**src/rtl/mem_access_ctrl.sv**
```systemverilog
// mem_access_ctrl: converts the control FSM's fetch/load/store requests into a
// handshaked access on a unified memory port with variable latency. Handles
// byte enables, store lane replication, load extension, misalignment and
// timeout errors, and stalls the FSM until the access completes.
module mem_access_ctrl #(
   parameter int unsigned TIMEOUT = 16
) (
   input  logic        clk,
   input  logic        reset,
   input  logic        req_valid,
   input  logic        req_fetch,
   input  logic        req_we,
   input  logic [2:0]  req_funct3,
   input  logic [31:0] req_addr,
   input  logic [31:0] req_wdata,
   output logic        stall,
   output logic        done,
   output logic        err,
   output logic [31:0] rdata,
   output logic        mem_en,
   output logic        mem_we,
   output logic [31:0] mem_addr,
   output logic [3:0]  mem_be,
   output logic [31:0] mem_wdata,
   input  logic [31:0] mem_rdata,
   input  logic        mem_ack
);

   // Last wait-counter value before giving up. The counter holds the number
   // of cycles spent since issue, REQ being cycle 0.
   localparam logic [7:0] TIMEOUT_LAST = 8'(TIMEOUT - 1);

   typedef enum logic [2:0] {
      IDLE,
      REQ,
      WAIT,
      RESP,
      ERR
   } state_t;

   state_t      state_reg, state_next;
   logic [7:0]  cnt_reg, cnt_next;

   // Latched request attributes needed after acceptance.
   logic        fetch_reg;
   logic        we_reg;
   logic [2:0]  funct3_reg;
   logic [1:0]  off_reg;
   logic [31:0] mem_addr_reg;
   logic [3:0]  mem_be_reg;
   logic [31:0] mem_wdata_reg;
   logic [31:0] rdata_reg;

   // Decode of the incoming request (only meaningful while IDLE).
   logic [1:0]  req_size;      // 0 = byte, 1 = half, 2 = word
   logic        req_code_ok;
   logic        req_aligned;
   logic [3:0]  req_be;
   logic [31:0] req_wd;

   // Load extension of the returned word.
   logic [7:0]  byte_sel;
   logic [15:0] half_sel;
   logic [31:0] load_ext;

   // FSM side controls.
   logic        accept;
   logic        capture;

   // Size and legality decode of the incoming request.
   always_comb begin
      req_size    = 2'd2;
      req_code_ok = 1'b1;
      if (!req_fetch) begin
         case (req_funct3)
            3'b000: req_size = 2'd0;
            3'b001: req_size = 2'd1;
            3'b010: req_size = 2'd2;
            3'b100: begin
               req_size    = 2'd0;
               req_code_ok = !req_we;
            end
            3'b101: begin
               req_size    = 2'd1;
               req_code_ok = !req_we;
            end
            default: req_code_ok = 1'b0;
         endcase
      end
   end

   // Alignment, byte enables and lane-replicated store data for the request.
   always_comb begin
      req_aligned = 1'b1;
      req_be      = 4'b1111;
      req_wd      = req_wdata;
      case (req_size)
         2'd0: begin
            req_be = 4'b0001 << req_addr[1:0];
            req_wd = {4{req_wdata[7:0]}};
         end
         2'd1: begin
            req_aligned = !req_addr[0];
            req_be      = 4'b0011 << req_addr[1:0];
            req_wd      = {2{req_wdata[15:0]}};
         end
         default: begin
            req_aligned = (req_addr[1:0] == 2'b00);
         end
      endcase
   end

   // Lane select and sign/zero extension of the memory read word.
   always_comb begin
      case (off_reg)
         2'd0:    byte_sel = mem_rdata[7:0];
         2'd1:    byte_sel = mem_rdata[15:8];
         2'd2:    byte_sel = mem_rdata[23:16];
         default: byte_sel = mem_rdata[31:24];
      endcase
      half_sel = off_reg[1] ? mem_rdata[31:16] : mem_rdata[15:0];
      load_ext = mem_rdata;
      if (!fetch_reg) begin
         case (funct3_reg)
            3'b000:  load_ext = {{24{byte_sel[7]}}, byte_sel};
            3'b001:  load_ext = {{16{half_sel[15]}}, half_sel};
            3'b100:  load_ext = {24'd0, byte_sel};
            3'b101:  load_ext = {16'd0, half_sel};
            default: load_ext = mem_rdata;
         endcase
      end
   end

   // Next-state logic and per-state control outputs.
   always_comb begin
      state_next = state_reg;
      cnt_next   = cnt_reg;
      stall      = 1'b0;
      done       = 1'b0;
      err        = 1'b0;
      mem_en     = 1'b0;
      accept     = 1'b0;
      capture    = 1'b0;
      case (state_reg)
         IDLE: begin
            stall    = req_valid;
            cnt_next = 8'd0;
            if (req_valid) begin
               accept     = 1'b1;
               state_next = (req_code_ok && req_aligned) ? REQ : ERR;
            end
         end
         REQ: begin
            mem_en   = 1'b1;
            stall    = 1'b1;
            cnt_next = 8'd1;
            if (mem_ack) begin
               capture    = 1'b1;
               state_next = RESP;
            end else begin
               state_next = WAIT;
            end
         end
         WAIT: begin
            mem_en   = 1'b1;
            stall    = 1'b1;
            cnt_next = cnt_reg + 8'd1;
            // An ack arriving in the last allowed cycle still wins.
            if (mem_ack) begin
               capture    = 1'b1;
               state_next = RESP;
            end else if (cnt_reg >= TIMEOUT_LAST) begin
               state_next = ERR;
            end
         end
         RESP: begin
            done       = 1'b1;
            cnt_next   = 8'd0;
            state_next = IDLE;
         end
         ERR: begin
            done       = 1'b1;
            err        = 1'b1;
            cnt_next   = 8'd0;
            state_next = IDLE;
         end
         default: begin
            cnt_next   = 8'd0;
            state_next = IDLE;
         end
      endcase
   end

   // State register and wait counter.
   always_ff @(posedge clk) begin
      if (reset) begin
         state_reg <= IDLE;
         cnt_reg   <= 8'd0;
      end else begin
         state_reg <= state_next;
         cnt_reg   <= cnt_next;
      end
   end

   // Request latch, memory-port drive registers and load result register.
   always_ff @(posedge clk) begin
      if (reset) begin
         fetch_reg     <= 1'b0;
         we_reg        <= 1'b0;
         funct3_reg    <= 3'd0;
         off_reg       <= 2'd0;
         mem_addr_reg  <= 32'd0;
         mem_be_reg    <= 4'd0;
         mem_wdata_reg <= 32'd0;
         rdata_reg     <= 32'd0;
      end else begin
         if (accept) begin
            fetch_reg     <= req_fetch;
            we_reg        <= req_we && !req_fetch;
            funct3_reg    <= req_funct3;
            off_reg       <= req_addr[1:0];
            mem_addr_reg  <= {req_addr[31:2], 2'b00};
            mem_be_reg    <= req_be;
            mem_wdata_reg <= req_wd;
         end
         // Stores leave the previous load result in place.
         if (capture && !we_reg) begin
            rdata_reg <= load_ext;
         end
      end
   end

   assign mem_we    = mem_en && we_reg;
   assign mem_addr  = mem_addr_reg;
   assign mem_be    = mem_be_reg;
   assign mem_wdata = mem_wdata_reg;
   assign rdata     = rdata_reg;

endmodule

```
**config.mk**
```make
export PLATFORM = sky130hd
export DESIGN_NAME = mem_access_ctrl
export DESIGN_NICKNAME = d
export VERILOG_FILES = /design/src/rtl/mem_access_ctrl.sv
export SDC_FILE = /design/constraint.sdc
export NUM_CORES = 1
export LEC_CHECK = 0
export ABC_AREA = 1
export ABC_CLOCK_PERIOD_IN_PS = 1950
export CAP_MARGIN = 20
export CORE_ASPECT_RATIO = 1.25
export CORE_MARGIN = 1
export CORE_UTILIZATION = 44
export CTS_BUF_LIST = sky130_fd_sc_hd__clkbuf_16
export CTS_CLUSTER_SIZE = 20
export DETAILED_ROUTE_END_ITERATION = 10
export PLACE_DENSITY_LB_ADDON = 0.08
export RECOVER_POWER = 50
export SKIP_LAST_GASP = 1
export SLEW_MARGIN = 20
export SYNTH_ARGS = -nofsm -noshare
export SYNTH_HDL_FRONTEND = slang
export SYNTH_SLANG_ARGS = --single-unit
```
**constraint.sdc**
```tcl
create_clock -name clk -period 1.95 [get_ports clk]
set_clock_uncertainty 0.1 [all_clocks]
set_input_delay 0.585 -clock clk [delete_from_list [all_inputs] [get_ports clk]]
set_output_delay 0.585 -clock clk [all_outputs]
set_load 0.1 [all_outputs]
```
==> out/results.txt <==
Status: complete, but fails checks
Failing checks: negative setup slack
DR iter-0 viols: 394
Longest Clk Path Bufs: 2
I/O pin count: 210
Final Slew Violations: 0
Cell area after placement: 8643 µm²
WL final: 18670 µm
Commonest non-fill, non-tap cell in the layout: nand2_1
CP Capture Type: output port
DR vias: 6143
Fin crit period: 2.080 ns
Reg-to-reg startpoint: state_reg[2]
Startpoint Class: register
Register-to-Register Path Depth: 8
CTS H-tree lvls: 4
CTS root buf: clkbuf_16
Average size of a mapped cell: 6.880 µm²
Pwr Total: 9219 µW
Layout cell share with drive strength beyond 1: 20.34%
Pwr/cell area: 1114 nW/µm²
Port Buffers: 207
Fillers: 925
Critical Path Fanout Max: 4
Slew @ Worst Pin: 0.6282 ns
Data arrival, critical path: 1.39 ns
Synthesis Warnings: 0
RSZ-0062 raised after global routing: true
Clk_lat worst skew: 0.40 ns
# diodes: 0
Initial antenna violation count: 0
Worst VDD drop: 0.6811 mV
Total Die Area: 12490 µm²
Register area share after synthesis: 43.84%
Hold WC Path Type: reg -> reg
Area occupied by registers: 2333 µm²
Max-cap violations: 0
Die height: 124.7 µm
Starting Density: 45.39%
GR Overflow Total: 0
Fmax: 0.4808 GHz
CTS tree: built
CTS sink count: 116
Final setup viols: 6
Fin crit share: 106.7%
Tightest hold margin: 0.3651 ns
CTS Buf Count: 17
Antenna viol nets, final: 0
Netlist Area Pre-Place: 5298 µm²
Area leader, netlist: dfxtp_1
Cell area after layout: 8279 µm²
Distinct cells, synth: 32
Worst Path Required: 1.26 ns
First-pass GRT wire length: 30280 µm
Pin count of the biggest net entering global routing: 60
Top cell type's share of synthesized area: 43.84%
GPL Wtd Cong: 0.8936
Most frequent cells in the layout: nand2_1, dfxtp_1, a21oi_1
DRT Pass-1 Iters: 5
Fin Setup TNS: -0.4731 ns
Clock transition at path regs: 0.05 ns
Fin. Hold Viols: 0
Post-DP HPWL: 12660 µm
Slew headroom: 58.12%
Synthesis-stage register bit count: 116
Critical path origin: state_reg[0]
Die width: 100.1 µm
Cell count after synthesis: 770
Hold Crit Start: mem_addr[3]
Lkg Pwr: 0.003682 µW
Detailed-route DRC error count: 0
Area growth syn-to-layout: 56.28%
Mean routed wirelength per cell: 16.11 µm
Core footprint: 11670 µm²
Fin worst setup slack: -0.1299 ns
Vias per inst: 5.300
Critical path class: reg -> out
Area of the multi-input gates: 2504 µm²
Nets: 1091
Vias in the first global route: 6230
Rows: 44
Top cells by area, synth: dfxtp_1, nand2_1, a21oi_1, o21ai_0, inv_1
Total track usage: 30.37%
Hold Path Stages: 2
[metal layers]
| layer | vias to the layer above | share of wire [%] | global-route usage (%) |
|---|---|---|---|
| met5 | - | 0 | 0 |
| met4 | 0 | 4.9 | 15.77 |
| met3 | 64 | 8.0 | 8.810 |
| met2 | 312 | 51 | 53.63 |
| met1 | 2862 | 36 | 32.10 |
| li1 | 2905 | - | - |
[cell families (layout without fill, tap and decap cells)]
logic type | after synthesis | in the layout | synth area share (%)
fa+ha+maj | 1 | 1 | 0.2361
xor+xnor | 2 | 2 | 0.3307
flops | 116 | 116 | 43.84
other cells | 1 | 2 | 0.07079
simple gates | 328 | 328 | 25.01
buf+inv | 117 | 344 | 10.37
compound gates | 205 | 205 | 20.15
[power breakdown]
group,internal (µW),leakage [µW],switching [µW]
registers,2570,0.000953,140
logic,843,0.00242,2280
clock network,2250,0.000308,1130
total,5670,0.00368,3550
[worst paths after layout]
| path | end | slack (ns) |
|---|---|---|
| min | mem_addr[3] | 0.37 |
| max | stall | -0.13 |
| min reg2reg | mem_addr[3] | 0.37 |
| max reg2reg | rdata[5] | 0.12 |
[cell usage after synthesis]
| library cell | instances |
|---|---|
| o211ai_1 | 1 |
| nand2_4 | 1 |
| xnor2_1 | 1 |
| buf_4 | 12 |
| dfxtp_1 | 116 |
| inv_1 | 59 |
| nor3_2 | 1 |
| buf_6 | 6 |
| nor2_2 | 3 |
| nand3b_1 | 1 |
| inv_2 | 7 |
| nand2_1 | 253 |
| nand3_2 | 1 |
| conb_1 | 1 |
| nand2_2 | 2 |
| nand4_1 | 1 |
| clkbuf_1 | 17 |
| nor3b_1 | 2 |
| buf_2 | 16 |
| o21ai_0 | 65 |
| a21oi_2 | 2 |
| nand3_4 | 1 |
| a31oi_1 | 24 |
| nor3_1 | 2 |
| a21oi_1 | 109 |
| nor2_4 | 1 |
| o21ai_1 | 3 |
| xor2_1 | 1 |
| nand3_1 | 19 |
| ha_1 | 1 |
| nor2_1 | 40 |
| o22ai_1 | 1 |
[metrics by stage]
| stage | util, % | std cells | setup slack (ns) |
|---|---|---|---|
| floorplan | - | 771 | -0.06741 |
| global placement | 74.06 | 1118 | -0.2007 |
| detailed placement | 74.06 | 1118 | -0.2289 |
| CTS | 80.39 | 1158 | -0.1266 |
| global route | 70.94 | 1159 | -0.2003 |
| finish | 70.94 | 1159 | -0.1299 |
[critical path, stage by stage, from the launching register on]
cell	delay (ns)
dfxtp_4	0.37
nor2_4	0.14
inv_4	0.06
nor2_4	0.09
nand2_2	0.08
nand2_4	0.07
buf_12	0.16
[layout make-up]
| cell class | instances | area share [%] |
|---|---|---|
| inverters | 66 | 3.113 |
| clock inverters | 15 | 2.569 |
| clock buffers | 17 | 5.138 |
| flip-flops and latches | 116 | 28.19 |
| multi-input cells | 538 | 30.24 |
| repair buffers | 246 | 28.32 |
| well taps | 161 | 2.433 |
[what timing repair did]
action,4_1_cts,5_1_grt
pin swaps,6,2
buffers inserted,8,1
setup endpoints to repair,5,7
gates resized for setup,15,2
hold buffers,0,0
(Power assumes the default switching activity.)
